<file path="config.mk">
export PLATFORM = sky130hd
export DESIGN_NAME = id_ex_stage_flat
export DESIGN_NICKNAME = d
export VERILOG_FILES = /design/src/rtl/id_ex_stage_if.sv /design/src/rtl/id_ex_stage.sv /design/src/flat_wrapper.sv
export SDC_FILE = /design/constraint.sdc
export NUM_CORES = 1
export LEC_CHECK = 0
export ABC_AREA = 1
export BUFFER_PORTS_ARGS = -buffer_cell sky130_fd_sc_hd__buf_4
export CAP_MARGIN = 15
export CORE_AREA = 2 2 120 122
export DETAILED_ROUTE_END_ITERATION = 8
export DIE_AREA = 0 0 122 124
export MAX_ROUTING_LAYER = met4
export PLACE_DENSITY_LB_ADDON = 0.08
export RECOVER_POWER = 100
export SYNTH_ARGS = -nofsm -noshare
export SYNTH_HDL_FRONTEND = slang
export SYNTH_SLANG_ARGS = --single-unit
</file>
<file path="constraint.sdc">
create_clock -name clk_i -period 0.9 [get_ports clk_i]
set_input_delay 0.18 -clock clk_i [delete_from_list [all_inputs] [get_ports clk_i]]
set_output_delay 0.18 -clock clk_i [all_outputs]
set_load 0.02 [all_outputs]
</file>
<file path="src/rtl/id_ex_stage_if.sv">
`default_nettype none
// ============================================================================
//  Module      : id_ex_stage_if
//  Description : Signal bundle between the ID stage, the forwarding sources
//                (EX/MEM, MEM/WB) and the id_ex_stage pipeline register.
//                master = driver of the ID/forwarding side, slave = stage.
//  Revision    : 1.0 - initial release
// ============================================================================
interface id_ex_stage_if #(
    parameter int XLEN    = 32,
    parameter int RADDR_W = 5
);
    // Pipeline control
    logic               stall_i;
    logic               flush_i;

    // ID stage capture fields
    logic               id_valid_i;
    logic [XLEN-1:0]    id_rs1_data_i;
    logic [XLEN-1:0]    id_rs2_data_i;
    logic [XLEN-1:0]    id_imm_i;
    logic [RADDR_W-1:0] id_rs1_i;
    logic [RADDR_W-1:0] id_rs2_i;
    logic [RADDR_W-1:0] id_rd_i;
    logic [2:0]         id_aluctrl_i;
    logic               id_alusrc_i;
    logic               id_regwrite_i;
    logic               id_memread_i;
    logic               id_memwrite_i;
    logic               id_memtoreg_i;

    // Forwarding sources
    logic [RADDR_W-1:0] exmem_rd_i;
    logic               exmem_regwrite_i;
    logic [XLEN-1:0]    exmem_result_i;
    logic [RADDR_W-1:0] memwb_rd_i;
    logic               memwb_regwrite_i;
    logic [XLEN-1:0]    memwb_data_i;

    // EX stage outputs
    logic [XLEN-1:0]    data1_o;
    logic [XLEN-1:0]    data2_o;
    logic [2:0]         ALUCtrl_o;
    logic [XLEN-1:0]    store_data_o;
    logic               ex_valid_o;
    logic [RADDR_W-1:0] ex_rd_o;
    logic               ex_regwrite_o;
    logic               ex_memread_o;
    logic               ex_memwrite_o;
    logic               ex_memtoreg_o;
    logic               load_use_o;

    modport master (
        output stall_i, flush_i,
        output id_valid_i, id_rs1_data_i, id_rs2_data_i, id_imm_i,
        output id_rs1_i, id_rs2_i, id_rd_i, id_aluctrl_i, id_alusrc_i,
        output id_regwrite_i, id_memread_i, id_memwrite_i, id_memtoreg_i,
        output exmem_rd_i, exmem_regwrite_i, exmem_result_i,
        output memwb_rd_i, memwb_regwrite_i, memwb_data_i,
        input  data1_o, data2_o, ALUCtrl_o, store_data_o,
        input  ex_valid_o, ex_rd_o, ex_regwrite_o, ex_memread_o,
        input  ex_memwrite_o, ex_memtoreg_o, load_use_o
    );

    modport slave (
        input  stall_i, flush_i,
        input  id_valid_i, id_rs1_data_i, id_rs2_data_i, id_imm_i,
        input  id_rs1_i, id_rs2_i, id_rd_i, id_aluctrl_i, id_alusrc_i,
        input  id_regwrite_i, id_memread_i, id_memwrite_i, id_memtoreg_i,
        input  exmem_rd_i, exmem_regwrite_i, exmem_result_i,
        input  memwb_rd_i, memwb_regwrite_i, memwb_data_i,
        output data1_o, data2_o, ALUCtrl_o, store_data_o,
        output ex_valid_o, ex_rd_o, ex_regwrite_o, ex_memread_o,
        output ex_memwrite_o, ex_memtoreg_o, load_use_o
    );
endinterface
`default_nettype wire

</file>
<file path="src/rtl/id_ex_stage.sv">
`default_nettype none
// ============================================================================
//  Module      : id_ex_stage
//  Description : ID/EX pipeline register with EX-side operand forwarding
//                and load-use hazard detection. Drives the ALU operands
//                directly from registered state (plus forwarding muxes).
//  Options     : `define ID_EX_FWD_EN to build the forwarding muxes and the
//                load-use detector; otherwise operands come straight from
//                the registers and load_use_o is tied low.
//  Revision    : 1.0 - initial release
// ============================================================================
module id_ex_stage #(
    parameter int XLEN    = 32,
    parameter int RADDR_W = 5
) (
    input  wire logic      clk_i,
    input  wire logic      rst_n_i,
    id_ex_stage_if.slave   bus
);

    // Control registers: cleared by a bubble
    logic               r_valid;
    logic               r_regwrite;
    logic               r_memread;
    logic               r_memwrite;
    logic               r_memtoreg;
    logic [RADDR_W-1:0] r_rd;
    logic [2:0]         r_aluctrl;

    // Operand registers: contents are meaningless inside a bubble
    logic [XLEN-1:0]    r_rs1_data;
    logic [XLEN-1:0]    r_rs2_data;
    logic [XLEN-1:0]    r_imm;
    logic               r_alusrc;

    logic               w_load_use;
    logic [XLEN-1:0]    w_fwd_rs1;
    logic [XLEN-1:0]    w_fwd_rs2;

    // Control register update: flush > stall > load-use/invalid bubble > capture
    always_ff @(posedge clk_i or negedge rst_n_i) begin
        if (!rst_n_i) begin
            r_valid    <= 1'b0;
            r_regwrite <= 1'b0;
            r_memread  <= 1'b0;
            r_memwrite <= 1'b0;
            r_memtoreg <= 1'b0;
            r_rd       <= '0;
            r_aluctrl  <= '0;
        end else if (bus.flush_i) begin
            r_valid    <= 1'b0;
            r_regwrite <= 1'b0;
            r_memread  <= 1'b0;
            r_memwrite <= 1'b0;
            r_memtoreg <= 1'b0;
            r_rd       <= '0;
            r_aluctrl  <= '0;
        end else if (bus.stall_i) begin
            r_valid    <= r_valid;
        end else if (w_load_use || !bus.id_valid_i) begin
            r_valid    <= 1'b0;
            r_regwrite <= 1'b0;
            r_memread  <= 1'b0;
            r_memwrite <= 1'b0;
            r_memtoreg <= 1'b0;
            r_rd       <= '0;
            r_aluctrl  <= '0;
        end else begin
            r_valid    <= 1'b1;
            r_regwrite <= bus.id_regwrite_i;
            r_memread  <= bus.id_memread_i;
            r_memwrite <= bus.id_memwrite_i;
            r_memtoreg <= bus.id_memtoreg_i;
            r_rd       <= bus.id_rd_i;
            r_aluctrl  <= bus.id_aluctrl_i;
        end
    end

    // Operand registers only honour stall; a bubble leaves them free-running
    always_ff @(posedge clk_i or negedge rst_n_i) begin
        if (!rst_n_i) begin
            r_rs1_data <= '0;
            r_rs2_data <= '0;
            r_imm      <= '0;
            r_alusrc   <= 1'b0;
        end else if (!bus.stall_i) begin
            r_rs1_data <= bus.id_rs1_data_i;
            r_rs2_data <= bus.id_rs2_data_i;
            r_imm      <= bus.id_imm_i;
            r_alusrc   <= bus.id_alusrc_i;
        end
    end

`ifdef ID_EX_FWD_EN
    logic [RADDR_W-1:0] r_rs1;
    logic [RADDR_W-1:0] r_rs2;
    logic               w_ex_hit1;
    logic               w_ex_hit2;
    logic               w_wb_hit1;
    logic               w_wb_hit2;

    // Source register numbers travel with the operands for forwarding compares
    always_ff @(posedge clk_i or negedge rst_n_i) begin
        if (!rst_n_i) begin
            r_rs1 <= '0;
            r_rs2 <= '0;
        end else if (!bus.stall_i) begin
            r_rs1 <= bus.id_rs1_i;
            r_rs2 <= bus.id_rs2_i;
        end
    end

    // x0 is excluded by the rd != 0 term; an empty EX stage never forwards
    assign w_ex_hit1 = r_valid && bus.exmem_regwrite_i && (bus.exmem_rd_i != '0)
                       && (bus.exmem_rd_i == r_rs1);
    assign w_ex_hit2 = r_valid && bus.exmem_regwrite_i && (bus.exmem_rd_i != '0)
                       && (bus.exmem_rd_i == r_rs2);
    assign w_wb_hit1 = r_valid && bus.memwb_regwrite_i && (bus.memwb_rd_i != '0)
                       && (bus.memwb_rd_i == r_rs1);
    assign w_wb_hit2 = r_valid && bus.memwb_regwrite_i && (bus.memwb_rd_i != '0)
                       && (bus.memwb_rd_i == r_rs2);

    // Operand 1 forwarding: the younger EX/MEM result beats MEM/WB
    always_comb begin
        w_fwd_rs1 = r_rs1_data;
        if (w_ex_hit1)
            w_fwd_rs1 = bus.exmem_result_i;
        else if (w_wb_hit1)
            w_fwd_rs1 = bus.memwb_data_i;
    end

    // Operand 2 forwarding: same priority as operand 1
    always_comb begin
        w_fwd_rs2 = r_rs2_data;
        if (w_ex_hit2)
            w_fwd_rs2 = bus.exmem_result_i;
        else if (w_wb_hit2)
            w_fwd_rs2 = bus.memwb_data_i;
    end

    // Load in EX whose destination is read by the ID instruction
    always_comb begin
        w_load_use = 1'b0;
        if (bus.id_valid_i && r_valid && r_memread && (r_rd != '0)
            && ((r_rd == bus.id_rs1_i) || (r_rd == bus.id_rs2_i)))
            w_load_use = 1'b1;
    end
`else
    logic w_unused_fwd;

    assign w_fwd_rs1  = r_rs1_data;
    assign w_fwd_rs2  = r_rs2_data;
    assign w_load_use = 1'b0;

    // Forwarding sources and ID source numbers have no consumer in this build
    assign w_unused_fwd = ^{bus.id_rs1_i, bus.id_rs2_i,
                            bus.exmem_rd_i, bus.exmem_regwrite_i, bus.exmem_result_i,
                            bus.memwb_rd_i, bus.memwb_regwrite_i, bus.memwb_data_i};
`endif

    assign bus.data1_o       = w_fwd_rs1;
    assign bus.data2_o       = r_alusrc ? r_imm : w_fwd_rs2;
    assign bus.store_data_o  = w_fwd_rs2;
    assign bus.ALUCtrl_o     = r_aluctrl;
    assign bus.ex_valid_o    = r_valid;
    assign bus.ex_rd_o       = r_rd;
    assign bus.ex_regwrite_o = r_regwrite;
    assign bus.ex_memread_o  = r_memread;
    assign bus.ex_memwrite_o = r_memwrite;
    assign bus.ex_memtoreg_o = r_memtoreg;
    assign bus.load_use_o    = w_load_use;

endmodule
`default_nettype wire

</file>
<file path="src/flat_wrapper.sv">
// flat-port wrapper written by rule: the top's interface ports become plain ports
module id_ex_stage_flat 
#(
    parameter int XLEN    = 32,
    parameter int RADDR_W = 5
)
  (clk_i, rst_n_i, bus_stall_i, bus_flush_i, bus_id_valid_i, bus_id_rs1_data_i, bus_id_rs2_data_i, bus_id_imm_i, bus_id_rs1_i, bus_id_rs2_i, bus_id_rd_i, bus_id_aluctrl_i, bus_id_alusrc_i, bus_id_regwrite_i, bus_id_memread_i, bus_id_memwrite_i, bus_id_memtoreg_i, bus_exmem_rd_i, bus_exmem_regwrite_i, bus_exmem_result_i, bus_memwb_rd_i, bus_memwb_regwrite_i, bus_memwb_data_i, bus_data1_o, bus_data2_o, bus_ALUCtrl_o, bus_store_data_o, bus_ex_valid_o, bus_ex_rd_o, bus_ex_regwrite_o, bus_ex_memread_o, bus_ex_memwrite_o, bus_ex_memtoreg_o, bus_load_use_o);
  id_ex_stage_if #(.XLEN(XLEN), .RADDR_W(RADDR_W)) bus_i ();
  input  wire logic clk_i;
  input  wire logic rst_n_i;
  input wire logic [$bits(bus_i.stall_i)-1:0] bus_stall_i;
  input wire logic [$bits(bus_i.flush_i)-1:0] bus_flush_i;
  input wire logic [$bits(bus_i.id_valid_i)-1:0] bus_id_valid_i;
  input wire logic [$bits(bus_i.id_rs1_data_i)-1:0] bus_id_rs1_data_i;
  input wire logic [$bits(bus_i.id_rs2_data_i)-1:0] bus_id_rs2_data_i;
  input wire logic [$bits(bus_i.id_imm_i)-1:0] bus_id_imm_i;
  input wire logic [$bits(bus_i.id_rs1_i)-1:0] bus_id_rs1_i;
  input wire logic [$bits(bus_i.id_rs2_i)-1:0] bus_id_rs2_i;
  input wire logic [$bits(bus_i.id_rd_i)-1:0] bus_id_rd_i;
  input wire logic [$bits(bus_i.id_aluctrl_i)-1:0] bus_id_aluctrl_i;
  input wire logic [$bits(bus_i.id_alusrc_i)-1:0] bus_id_alusrc_i;
  input wire logic [$bits(bus_i.id_regwrite_i)-1:0] bus_id_regwrite_i;
  input wire logic [$bits(bus_i.id_memread_i)-1:0] bus_id_memread_i;
  input wire logic [$bits(bus_i.id_memwrite_i)-1:0] bus_id_memwrite_i;
  input wire logic [$bits(bus_i.id_memtoreg_i)-1:0] bus_id_memtoreg_i;
  input wire logic [$bits(bus_i.exmem_rd_i)-1:0] bus_exmem_rd_i;
  input wire logic [$bits(bus_i.exmem_regwrite_i)-1:0] bus_exmem_regwrite_i;
  input wire logic [$bits(bus_i.exmem_result_i)-1:0] bus_exmem_result_i;
  input wire logic [$bits(bus_i.memwb_rd_i)-1:0] bus_memwb_rd_i;
  input wire logic [$bits(bus_i.memwb_regwrite_i)-1:0] bus_memwb_regwrite_i;
  input wire logic [$bits(bus_i.memwb_data_i)-1:0] bus_memwb_data_i;
  output wire logic [$bits(bus_i.data1_o)-1:0] bus_data1_o;
  output wire logic [$bits(bus_i.data2_o)-1:0] bus_data2_o;
  output wire logic [$bits(bus_i.ALUCtrl_o)-1:0] bus_ALUCtrl_o;
  output wire logic [$bits(bus_i.store_data_o)-1:0] bus_store_data_o;
  output wire logic [$bits(bus_i.ex_valid_o)-1:0] bus_ex_valid_o;
  output wire logic [$bits(bus_i.ex_rd_o)-1:0] bus_ex_rd_o;
  output wire logic [$bits(bus_i.ex_regwrite_o)-1:0] bus_ex_regwrite_o;
  output wire logic [$bits(bus_i.ex_memread_o)-1:0] bus_ex_memread_o;
  output wire logic [$bits(bus_i.ex_memwrite_o)-1:0] bus_ex_memwrite_o;
  output wire logic [$bits(bus_i.ex_memtoreg_o)-1:0] bus_ex_memtoreg_o;
  output wire logic [$bits(bus_i.load_use_o)-1:0] bus_load_use_o;
  assign bus_i.stall_i = bus_stall_i;
  assign bus_i.flush_i = bus_flush_i;
  assign bus_i.id_valid_i = bus_id_valid_i;
  assign bus_i.id_rs1_data_i = bus_id_rs1_data_i;
  assign bus_i.id_rs2_data_i = bus_id_rs2_data_i;
  assign bus_i.id_imm_i = bus_id_imm_i;
  assign bus_i.id_rs1_i = bus_id_rs1_i;
  assign bus_i.id_rs2_i = bus_id_rs2_i;
  assign bus_i.id_rd_i = bus_id_rd_i;
  assign bus_i.id_aluctrl_i = bus_id_aluctrl_i;
  assign bus_i.id_alusrc_i = bus_id_alusrc_i;
  assign bus_i.id_regwrite_i = bus_id_regwrite_i;
  assign bus_i.id_memread_i = bus_id_memread_i;
  assign bus_i.id_memwrite_i = bus_id_memwrite_i;
  assign bus_i.id_memtoreg_i = bus_id_memtoreg_i;
  assign bus_i.exmem_rd_i = bus_exmem_rd_i;
  assign bus_i.exmem_regwrite_i = bus_exmem_regwrite_i;
  assign bus_i.exmem_result_i = bus_exmem_result_i;
  assign bus_i.memwb_rd_i = bus_memwb_rd_i;
  assign bus_i.memwb_regwrite_i = bus_memwb_regwrite_i;
  assign bus_i.memwb_data_i = bus_memwb_data_i;
  assign bus_data1_o = bus_i.data1_o;
  assign bus_data2_o = bus_i.data2_o;
  assign bus_ALUCtrl_o = bus_i.ALUCtrl_o;
  assign bus_store_data_o = bus_i.store_data_o;
  assign bus_ex_valid_o = bus_i.ex_valid_o;
  assign bus_ex_rd_o = bus_i.ex_rd_o;
  assign bus_ex_regwrite_o = bus_i.ex_regwrite_o;
  assign bus_ex_memread_o = bus_i.ex_memread_o;
  assign bus_ex_memwrite_o = bus_i.ex_memwrite_o;
  assign bus_ex_memtoreg_o = bus_i.ex_memtoreg_o;
  assign bus_load_use_o = bus_i.load_use_o;
  id_ex_stage #(.XLEN(XLEN), .RADDR_W(RADDR_W)) u_core (.clk_i(clk_i), .rst_n_i(rst_n_i), .bus(bus_i));
endmodule
</file>
==> flow_metrics.tcl, run 1 <==
set metrics [dict create \
    n_antenna_cell 0 \
    drc 0 \
    holdPathStages 3 \
    syn-mean-instance-area_sq_um 8.11 \
    crit_chain "buf_16 -> nand2_1 -> o21ai_4 -> buf_4" \
    irDropWorstVdd_v 0.000823 \
    die_area_sq_mm 0.0151 \
    synth.area.top_cells "dfrtp_1 (60%), nand2_1 (25%), o21ai_0 (5.6%)" \
    stdcell_count 994 \
    syn_to_final_growth_pct 68.3 \
    syn_inst 566 \
    outcome "finished with violations" \
    coreArea_sq_mm 0.0137 \
    synth-seq-cells 110 \
    critPathTopFamily "flip-flops" \
    skew_ns 0 \
    hold_violations 0 \
    drive_gt1_frac 0.405 \
    worst_slack_ns -0.731 \
    fp.dieH_microns 124 \
    synth_nets 766 \
    cp.required_ns 0.72 \
    grt_pass1_vias 4383 \
    max_freq_mhz 613 \
    cts_made_buffers 9 \
    num_vias 4380 \
    grt_max_degree 46 \
    synth_warnings 0 \
    clk_latency_ns 0.35 \
    initial_utilization 0.335 \
    via_per_inst 4.41 \
    leakage_nw 4.11 \
    clk_pin_slew_ns 0.07 \
    power_density_mw_per_mm2 1760 \
    cp_slowest_stage_delay_ns 0.52 \
    path_depth 4 \
    finalMaxSlewViolations 0 \
    antenna_left 0 \
    period_share 1.81 \
    cp_max_fo 28 \
    first_iter_violations 200 \
    power_mw 13.6 \
    endpoint_kind "output pin" \
    synth.top_cell.area_share 0.600 \
    cap_violations 0 \
    grt_antenna_before_repair 0 \
    cts.sinks 110 \
    place.gp.congestion 0.804 \
    hold_class "input pin to flop" \
    placed_area_sq_mm 0.00688 \
    gr-total-overflow 0 \
    cts_tree "built" \
    crit_buf_inv 2 \
    synth_area_sq_mm 0.00459 \
    die_w_microns 122 \
    drt-wirelength-per-cell_microns 13.5 \
    grt_first_pass_wirelength_microns 21400 \
    ioPinCount 310 \
    wl_microns 13500 \
    cp.arrival_ns 1.45 \
    rows 43 \
    startpoint_type "flop" \
    fin_nets 1009 \
    hold_ws_ns 0.0164 \
    synth_largest_area_cell "dfrtp_1" \
    grt_usage 0.187 \
    violations "negative setup slack" \
    dr.pass1.iters 5 \
    hpwl_microns 9810 \
    setup-violations-final 172 \
    dp_cells 955 \
    cts_max_level 3 \
    period_needed_ns 1.63 \
    critPathKind "flop to output pin" \
    design_area_sq_mm 0.00772 \
    ys_types 14 \
    crit_slowest_cell "dfrtp_4" \
    ctsRootBufferMaster "clkbuf_16" \
    cts.path.max_buffers 2 \
    rsz0062_at_grt "yes" \
    ys_seq_area_frac 0.600 \
    ff2ff_path_depth 3 \
    port_buffers 222 \
]
==> routing by layer <==
metal	up-vias	GRT usage	part of all wire
li1	2195	-	-
met3	13	0.0449	0.071
met5	-	-	0
met1	2033	0.235	0.44
met4	0	0.0697	0.016
met2	139	0.297	0.48
==> Yosys cell counts <==
master and count:
nand3_1 1, o21ai_0 51, buf_4 4, buf_1 1, inv_2 2, nand2_1 310
clkbuf_1 4, o21ai_1 13, buf_2 23, conb_1 1, clkbuf_2 1, nor2_1 12
dfrtp_1 110, inv_1 33
==> sequential cells by signal, indices dropped and copies added, names as in the netlist <==
name,flops
u_core.bus.data1_o,32
u_core.bus.store_data_o,32
u_core.r_imm,32
u_core.bus.ex_rd_o,5
u_core.bus.ALUCtrl_o,3
u_core.bus.ex_memread_o,1
u_core.bus.ex_memtoreg_o,1
u_core.bus.ex_memwrite_o,1
u_core.bus.ex_regwrite_o,1
u_core.bus.ex_valid_o,1
u_core.r_alusrc,1
==> cell usage in the layout, fill, tap and decap left out, drive strengths merged <==
| cell | count |
|---|---|
| clkbuf | 18 |
| buf | 257 |
| nor2 | 12 |
| dfrtp | 110 |
| nand3 | 1 |
| clkinv | 2 |
| o21ai | 64 |
| dlygate4sd3 | 1 |
| clkinvlp | 1 |
| nand2 | 310 |
| conb | 1 |
| bufinv | 2 |
| inv | 35 |
==> power breakdown <==
part	switching, mW	leakage [nW]	internal (mW)
combinational	1.82	2.59	1.70
sequential	0.306	1.35	5.36
clock	1.82	0.162	2.59
==> timing repair <==
item	in CTS	in global routing
hold buffers	1	0
endpoints found under the hold margin	50	0
endpoints found under the setup margin	110	110
buffers inserted	12	10
resized for setup	90	18
pin swaps	0	2
==> worst paths after layout <==
kind	from	to	slack, ns
hold reg to reg	u_core.r_imm[2]$_DFFE_PN0N_	u_core.r_imm[2]$_DFFE_PN0N_	0.48
hold / removal	bus_id_rs1_data_i[24]	u_core.bus.data1_o[24]$_DFFE_PN0N_	0.02
min in group asynchronous	rst_n_i	u_core.r_imm[8]$_DFFE_PN0N_	0.33
setup / recovery	u_core.r_alusrc$_DFFE_PN0N_	bus_data2_o[4]	-0.73
max in group asynchronous	rst_n_i	u_core.r_alusrc$_DFFE_PN0N_	-0.04
setup reg to reg	u_core.r_alusrc$_DFFE_PN0N_	u_core.r_alusrc$_DFFE_PN0N_	-0.05
==> worst reg2reg max path: cells and delay by family, from the launching register on <==
kind	cells	cell delay, ns
flops	1	0.52
simple gates	2	0.13
buf+inv	1	0.20
==> through the flow <==
| step | setup WS, ns | util | setup TNS [ns] |
|---|---|---|---|
| CTS | -0.730 | 0.557 | -36.26 |
| global placement | -0.322 | 0.501 | -13.04 |
| finish | -0.731 | 0.563 | -35.36 |
| floorplan | -0.161 | - | -4.81 |
| detailed placement | -0.347 | 0.501 | -13.33 |
| global route | -0.775 | 0.563 | -53.91 |
==> final cells by class <==
cell class                      instances  area [sq um]
Fill cell                            1275          5990
Timing Repair Buffer                  265          2370
Clock inverter                          5          81.3
Multi-Input combinational cell        388          1910
Sequential cell                       110          2760
Inverter                               35           131
Clock buffer                           11           253
Tap cell                              180           225
==> cells by family after synthesis <==
group	synth area share
compound gates	0.0698
simple gates	0.264
other cells	0.000817
buf+inv	0.0654
flops	0.600
Note: power is estimated with default switching activity, not from simulation.
==> run 2, diff against run 1 <==
ABC_AREA = default   (was 1)
==> flow_metrics.tcl, run 2 <==
set metrics [dict create \
    cts_made_buffers 9 \
    place.gp.congestion 0.792 \
    r2r-start "u_core.r_alusrc$_DFFE_PN0N_" \
    drt-wirelength-per-cell_microns 16.5 \
    rsz0062_at_grt "yes" \
    hold_ws_ns 0.0569 \
    max_freq_mhz 608 \
    grt_max_degree 38 \
    max-slew-margin-rel 0.644 \
    min_to "u_core.bus.data1_o[18]$_DFFE_PN0N_" \
    drive_gt1_frac 0.764 \
    leakage_nw 3.77 \
    ctsRootBufferMaster "clkbuf_16" \
    cts.sinks 110 \
    power_density_mw_per_mm2 1730 \
    outcome "finished with violations" \
    n_antenna_cell 0 \
    use_met1 0.193 \
    first_iter_violations 90 \
    cts.path.max_buffers 2 \
    holdPathStages 2 \
    ys_async_sr_fraction 1.00 \
    irDropWorstVdd_v 0.00122 \
    synth_nets 476 \
    rows 43 \
    die_area_sq_mm 0.0151 \
    cp.arrival_ns 1.46 \
    clk_latency_ns 0.35 \
    r2r_slack_ns -0.09 \
    crit_path_start "u_core.r_alusrc$_DFFE_PN0N_" \
    design_area_sq_mm 0.00773 \
    syn_to_final_growth_pct 70.3 \
    initial_utilization 0.331 \
    final_util 0.564 \
    detailedPlace.worstSlack_ns -0.382 \
    placed_area_sq_mm 0.00685 \
    cp_slowest_stage_delay_ns 0.42 \
    synth_largest_area_cell "dfrtp_1" \
    die_w_microns 122 \
    crit_slowest_cell "dfrtp_2" \
    critPathKind "flop to output pin" \
    top_usage_layer "met2" \
    dr.pass1.iters 4 \
    seq_area_sq_mm 0.00275 \
    hpwl_microns 9130 \
    via_per_inst 4.47 \
    cp_max_fo 6 \
    coreArea_sq_mm 0.0137 \
    startpoint_type "flop" \
    syn_inst 276 \
    num_vias 3303 \
    cp.required_ns 0.72 \
    period_needed_ns 1.64 \
    cap_violations 0 \
    worst_slack_ns -0.744 \
    worstHoldStart "bus_id_rs1_data_i[18]" \
    antenna_left 0 \
    worstMarginPinSlew_ns 0.532 \
    cts_tree "built" \
    syn-mean-instance-area_sq_um 16.5 \
    skew_ns 0 \
    clk_pin_slew_ns 0.07 \
    drc 0 \
    synth_most_common_cell "mux2_2" \
    fp.dieH_microns 124 \
    num-fill-cells 1204 \
    cp_common_cell "buf_4" \
    gr-total-overflow 0 \
    synth-seq-cells 110 \
    synth_area_sq_mm 0.00454 \
    cts_max_level 3 \
    finalMaxSlewViolations 0 \
    period_share 1.83 \
    synth_warnings 0 \
    final_cell_mix "buf_4 (140), buf_6 (131), dfrtp_1 (109)" \
    synth.area.top_cells "dfrtp_1 (61%), mux2_2 (32%), buf_6 (3.0%)" \
    hold_violations 0 \
    ys_seq_area_frac 0.606 \
    layout_commonest_cell "buf_4" \
    synthFlopType "dfrtp_1" \
    grt_first_pass_wirelength_microns 18200 \
    regToRegEndpoint "u_core.r_alusrc$_DFFE_PN0N_" \
    crit_chain "buf_4 -> mux2_2 -> buf_4" \
    hold_class "input pin to flop" \
    endpoint_kind "output pin" \
    ys_types 12 \
    synth_edf_count 0 \
    grt_pass1_vias 3564 \
    ioPinCount 310 \
    grt_usage 0.165 \
    grt_antenna_before_repair 0 \
    setup-violations-final 137 \
    power_mw 13.4 \
    grt_use_met2 0.263 \
    fin_nets 755 \
    port_buffers 222 \
    yosys-top-cells-count "mux2_2 (129), dfrtp_1 (110), a32o_1 (12), buf_6 (12)" \
    grtUsageMet3 0.0604 \
    ff2ff_path_depth 2 \
    synth.top_cell.area_share 0.606 \
    multi_input_area_sq_mm 0.00180 \
    violations "negative setup slack" \
    wl_microns 12200 \
]
[run 2: worst max path at each step]
| stage | end | slack, ns | depth (start not counted) |
|---|---|---|---|
| 6_report | bus_data2_o[31] | -0.74 | 3 |
| 2_1_floorplan | bus_data2_o[10] | -0.24 | 3 |
| 3_3_place_gp | bus_data2_o[8] | -0.37 | 3 |
| 4_1_cts | bus_data2_o[31] | -0.77 | 3 |
| 5_1_grt | bus_data2_o[8] | -0.80 | 3 |
| 3_5_place_dp | bus_data2_o[9] | -0.38 | 3 |
[run 2: per-stage QoR]
step / instances / setup TNS, ns
after floorplan: 276 / -7.32
after global placement: 712 / -31.19
after detailed placement: 712 / -32.46
after CTS: 732 / -41.23
after global routing: 739 / -46.38
final: 739 / -39.96
[run 2: logic make-up after synthesis]
kind of cell           Yosys count  synth area share
other                            1          0.000825
flip-flops                     110             0.606
AO/OA/AOI/OAI                   12            0.0264
buffers and inverters           19            0.0388
multiplexers                   130             0.322
AND/OR/NAND/NOR                  4           0.00606
[run 2: cell type report]
class | count | share of cell area
clock buffers | 13 | 0.0324
clock inverters | 2 | 0.00129
inverters | 1 | 0.000485
multi-input cells | 147 | 0.233
flip-flops and latches | 110 | 0.356
well taps | 180 | 0.0291
repair buffers | 286 | 0.348
[run 2: critical path: cells and delay by family (launching register included)]
| family | cells | cell delay (ns) |
|---|---|---|
| buffers and inverters | 2 | 0.35 |
| multiplexers | 1 | 0.34 |
| flip-flops | 1 | 0.42 |
[run 2: repair_timing]
action                     4_1_cts  5_1_grt
hold endpoints to repair       110        0
resized for setup              135       29
hold buffers                     1        0
setup buffers                    8       18
setup endpoints to repair      114      129
[run 2: report_power, final]
group          internal, mW  leakage (nW)  switching, mW  total [mW]
clock network          1.93         0.129           1.70        3.63
logic                  2.41          2.33           1.61        4.02
registers              5.41          1.31          0.324        5.73
[run 2: per-layer routing]
metal	routed length, microns	vias to the layer above
li1	-	1549
met1	4990	1600
met2	5980	139
met3	1030	15
met4	205	0
met5	0	-
